`config.mk`:
```
export PLATFORM = sky130hd
export DESIGN_NAME = controller_sequencer
export DESIGN_NICKNAME = d
export VERILOG_FILES = /design/src/rtl/controller_sequencer.sv
export SDC_FILE = /design/constraint.sdc
export NUM_CORES = 1
export LEC_CHECK = 0
export CAP_MARGIN = 0
export CORE_MARGIN = 5
export CORE_UTILIZATION = 30
export DETAILED_ROUTE_END_ITERATION = 12
export PLACE_DENSITY = 0.69
export SYNTH_ARGS = -nofsm -noshare
export SYNTH_HDL_FRONTEND = slang
export SYNTH_SLANG_ARGS = --single-unit
```
`constraint.sdc`:
```
create_clock -name CLK_bar -period 2 [get_ports CLK_bar]
set_clock_uncertainty 0.05 [all_clocks]
set_input_delay 0.6 -clock CLK_bar [delete_from_list [all_inputs] [get_ports CLK_bar]]
set_output_delay 0.6 -clock CLK_bar [all_outputs]
set_load 0.01 [all_outputs]
```
`src/rtl/controller_sequencer.sv`:
```
// SAP-1 control unit: six-state one-hot ring counter (T1..T6), instruction
// decoder producing the 12-bit control word CON, and a halt latch that
// freezes the machine on HLT until CLR.
//
// CON bit order, bit 11 down to bit 0:
//   {Cp, Ep, Lm_bar, CE_bar, Li_bar, Ei_bar, La_bar, Ea, Su, Eu, Lb_bar, Lo_bar}
module controller_sequencer #(
    parameter logic [3:0] OP_LDA = 4'b0000,
    parameter logic [3:0] OP_ADD = 4'b0001,
    parameter logic [3:0] OP_SUB = 4'b0010,
    parameter logic [3:0] OP_OUT = 4'b1110,
    parameter logic [3:0] OP_HLT = 4'b1111
) (
    input  logic        CLK_bar,
    input  logic        CLR,
    input  logic [3:0]  opcode,
    output logic [11:0] CON,
    output logic [5:0]  T_state,
    output logic        HLT
);

    // One-hot ring encoding: bit0 = T1 .. bit5 = T6.
    typedef enum logic [5:0] {
        T1 = 6'b000001,
        T2 = 6'b000010,
        T3 = 6'b000100,
        T4 = 6'b001000,
        T5 = 6'b010000,
        T6 = 6'b100000
    } t_state_e;

    // Control words. NOP leaves every active-low strobe high and every
    // active-high strobe low, so no register loads and nothing drives the bus.
    localparam logic [11:0] CON_NOP      = 12'h3E3;
    localparam logic [11:0] CON_FETCH_T1 = 12'h5E3;  // Ep, Lm_bar: PC -> MAR
    localparam logic [11:0] CON_FETCH_T2 = 12'hBE3;  // Cp: PC increment
    localparam logic [11:0] CON_FETCH_T3 = 12'h263;  // CE_bar, Li_bar: RAM -> IR
    localparam logic [11:0] CON_MEM_ADDR = 12'h1A3;  // Ei_bar, Lm_bar: IR -> MAR
    localparam logic [11:0] CON_LDA_T5   = 12'h2C3;  // CE_bar, La_bar: RAM -> A
    localparam logic [11:0] CON_ARG_T5   = 12'h2E1;  // CE_bar, Lb_bar: RAM -> B
    localparam logic [11:0] CON_ADD_T6   = 12'h3C7;  // Eu, La_bar: A+B -> A
    localparam logic [11:0] CON_SUB_T6   = 12'h3CF;  // Su, Eu, La_bar: A-B -> A
    localparam logic [11:0] CON_OUT_T4   = 12'h3F2;  // Ea, Lo_bar: A -> OUT

    t_state_e t_state_q, t_state_d;
    logic     halted_q,  halted_d;

    // Next-state logic: advance the ring, or latch halt when HLT reaches T4.
    always_comb begin
        // NOTE: every output of this block gets a default first, so no path
        // leaves a signal unassigned and no latch is inferred.
        t_state_d = t_state_q;
        halted_d  = halted_q;
        if (!halted_q) begin
            if (t_state_q == T4 && opcode == OP_HLT) begin
                // Ring stays parked at T4 for the whole halted period.
                halted_d = 1'b1;
            end else begin
                unique case (t_state_q)
                    T1:      t_state_d = T2;
                    T2:      t_state_d = T3;
                    T3:      t_state_d = T4;
                    T4:      t_state_d = T5;
                    T5:      t_state_d = T6;
                    T6:      t_state_d = T1;
                    default: t_state_d = T1;  // recover from any illegal pattern
                endcase
            end
        end
    end

    // State registers; CLR dominates, including while halted.
    always_ff @(posedge CLK_bar) begin
        // NOTE: reset is synchronous here, sampled on the clock edge like any
        // other input; non-blocking assignments keep all flops updating
        // together from the values present before the edge.
        if (CLR) begin
            t_state_q <= T1;
            halted_q  <= 1'b0;
        end else begin
            t_state_q <= t_state_d;
            halted_q  <= halted_d;
        end
    end

    // Control-word decode, combinational from ring state, opcode and halt.
    always_comb begin
        CON = CON_NOP;
        if (!halted_q) begin
            unique case (t_state_q)
                T1: CON = CON_FETCH_T1;
                T2: CON = CON_FETCH_T2;
                T3: CON = CON_FETCH_T3;
                T4: begin
                    if (opcode == OP_LDA || opcode == OP_ADD || opcode == OP_SUB)
                        CON = CON_MEM_ADDR;
                    else if (opcode == OP_OUT)
                        CON = CON_OUT_T4;
                end
                T5: begin
                    if (opcode == OP_LDA)
                        CON = CON_LDA_T5;
                    else if (opcode == OP_ADD || opcode == OP_SUB)
                        CON = CON_ARG_T5;
                end
                T6: begin
                    if (opcode == OP_ADD)
                        CON = CON_ADD_T6;
                    else if (opcode == OP_SUB)
                        CON = CON_SUB_T6;
                end
                default: CON = CON_NOP;
            endcase
        end
    end

    assign T_state = t_state_q;
    assign HLT     = halted_q;

endmodule
```
==> results.ini <==
[run_status]
status = finished, violations left
violations = setup timing

[yosys]
ys_warn_count = 0
synth_commonest_cells = 9 x nand2_1, 9 x nor2_1, 7 x dfxtp_1
synth_cells = 87
netlist_area_um2 = 626
async_reset_ff_share_pct = 0
synth_largest_area_cell = dfxtp_1
ys_ff_latch = 7
synth.distinct_cells = 33
synth_edf_count = 0
yosysTopAreaCellShare_pct = 22.4
syn_nets = 93
yosysSeqAreaShare_pct = 22.4
ys.flop_type = dfxtp_1
synth.avg_cell_area_um2 = 7.19
synth_area_leaders = dfxtp_1 22%, xor2_1 5.6%, nand2_1 5.4%, nor2_1 5.4%, nand4_1 5.0%

[power_and_ir_drop]
ir_drop_mv = 0.305
p_per_area_nw_per_um2 = 510
p_leak_nw = 0.637

[setup_path]
critPathKind = primary input to output pin
path_cells = buf_8 -> a211o_1 -> a31oi_1 -> and4b_1 -> buf_4 -> nand2_2 -> buf_6
max_stage_delay_ps = 320
slowest_stage = a211o_1
endpoint_kind = output pin
cp_max_fo = 3
startpoint_type = primary input
reg2regPathDepth = 7
cp.arrival_ps = 1740
crit_required_ps = 1350

[worst_hold_path]
min_path_cells = 2
hold_path_class = flop to flop

[placed_design]
hpwl_um = 1600
gp_congestion = 0.774
placed_area_um2 = 1040
io_buffers = 24

[timing]
worst_slew_pin_slew_ps = 259
slew_headroom_pct = 82.7
setup_tns_ps = -2580
layout_min_cycle_time_ps = 2390
setup_slack_ps = -389
fmax_ghz = 0.419
setup_viol_count_final = 11
maxSlewViolCount = 0
period_share_pct = 119
hold_viol = 0
rsz0062_at_grt = true

[die]
core_area_um2 = 1980
die_area_um2 = 3100
pin_count = 25
core.rowCount = 16
die_w_um = 55.7
initial_core_util_pct = 31.6
die_y_um = 55.7

[routing]
finalWirelength_um = 2740
vias = 944
drc = 0
dr.pass1.iters = 4
routed_via_density = 5.08
wl_per_cell_um = 14.7
ant_nets = 0
drt_iter0_markers = 27

[global_route]
grt_pass1_wl_um = 4420
grt_usage_pct = 18.3
antenna_found_initial = 0
grt_pass1_vias = 975
grt_overflow = 0
grt_start_max_net_pins = 10

[clock_network]
worstSkewPairLatency_ps = 270
cts_max_level = 1
cts_buffers = 3
clkTransAtPathRegs_ps = 70
clk_root_buffer_cell = clkbuf_4
cts_sinks = 7
cts_tree = yes
cts_max_path_buffers = 2

[cells_and_area]
utilization_pct = 71.6
final_area_um2 = 1420
final_nets = 166
areaGrowthSynthToFinish_pct = 127
drive_gt1_share_pct = 62.3
n_antenna_cell = 0

[flow_run]
drv_cap = 0

[cell families after synthesis]
| family | count (synthesis) | synth area share [%] |
|---|---|---|
| simple gates | 47 | 45.0 |
| buf+inv | 12 | 10.0 |
| flops | 7 | 22.4 |
| xor+xnor | 4 | 5.60 |
| compound gates | 17 | 17.0 |
[routing by layer]
layer	part of all wire (%)	routed length, um	GRT usage, %
met2	53	1450	31.9
met4	2.4	67	12.5
met1	40	1100	18.7
met3	4.4	120	4.87
met5	0	0	0
[critical path, delay by kind of cell]
| kind | cells | cell delay, ps |
|---|---|---|
| buffers and inverters | 3 | 330 |
| AO/OA/AOI/OAI | 2 | 510 |
| AND/OR/NAND/NOR | 2 | 290 |
[state kept, by name (all words and copies together), names as in the netlist]
register	cells
T_state	6
HLT	1
[cells in the final DEF (no fill, tap or decap), types with 4 or more instances in the layout]
cell type,instances
nand2_1,7
nor2_4,4
nand4_1,5
buf_6,13
dfxtp_4,6
nor2_1,5
buf_4,42
clkdlybuf4s50_1,5
a21oi_1,4
buf_2,10
[power by group]
part           internal, W  total [W]  switching [W]
Combinational     0.000237   0.000406       0.000170
Sequential        0.000147   0.000174      0.0000269
Clock            0.0000739   0.000143      0.0000693
Total             0.000458   0.000724       0.000266
[path summary, 6_finish.rpt]
| path | start | end | slack [ps] |
|---|---|---|---|
| min reg2reg | T_state[3]$_SDFFE_PP0P_ | T_state[3]$_SDFFE_PP0P_ | 500 |
| max reg2reg | T_state[4]$_SDFFE_PP0P_ | T_state[2]$_SDFFE_PP0P_ | 450 |
| max | opcode[0] | CON[6] | -390 |
| min | T_state[3]$_SDFFE_PP0P_ | T_state[3]$_SDFFE_PP0P_ | 500 |
[final cells by class]
type                            instances  area [um2]
Clock buffer                            3        22.5
Clock inverter                          1        5.00
Fill cell                             155         563
Inverter                                3        11.3
Multi-Input combinational cell         68         529
Sequential cell                         7         164
Tap cell                               27        33.8
Timing Repair Buffer                   77         653
[metrics by stage]
step	hold slack (ps)	worst slack, ps	power [W]	std cells
CTS	488	-351	0.000686	180
detailed placement	502	-1030	0.000480	154
global route	525	-440	0.000768	186
global placement	499	-985	0.000472	154
floorplan	597	-45.5	0.000309	87
finish	500	-389	0.000724	186
[timing repair]
action                                  CTS  global route
resized for setup                       112            11
hold buffers                              0             0
pin swaps                                19            11
gates cloned                              0             0
buffers inserted                         22             6
endpoints found under the setup margin   19            14
(Power assumes the default switching activity.)
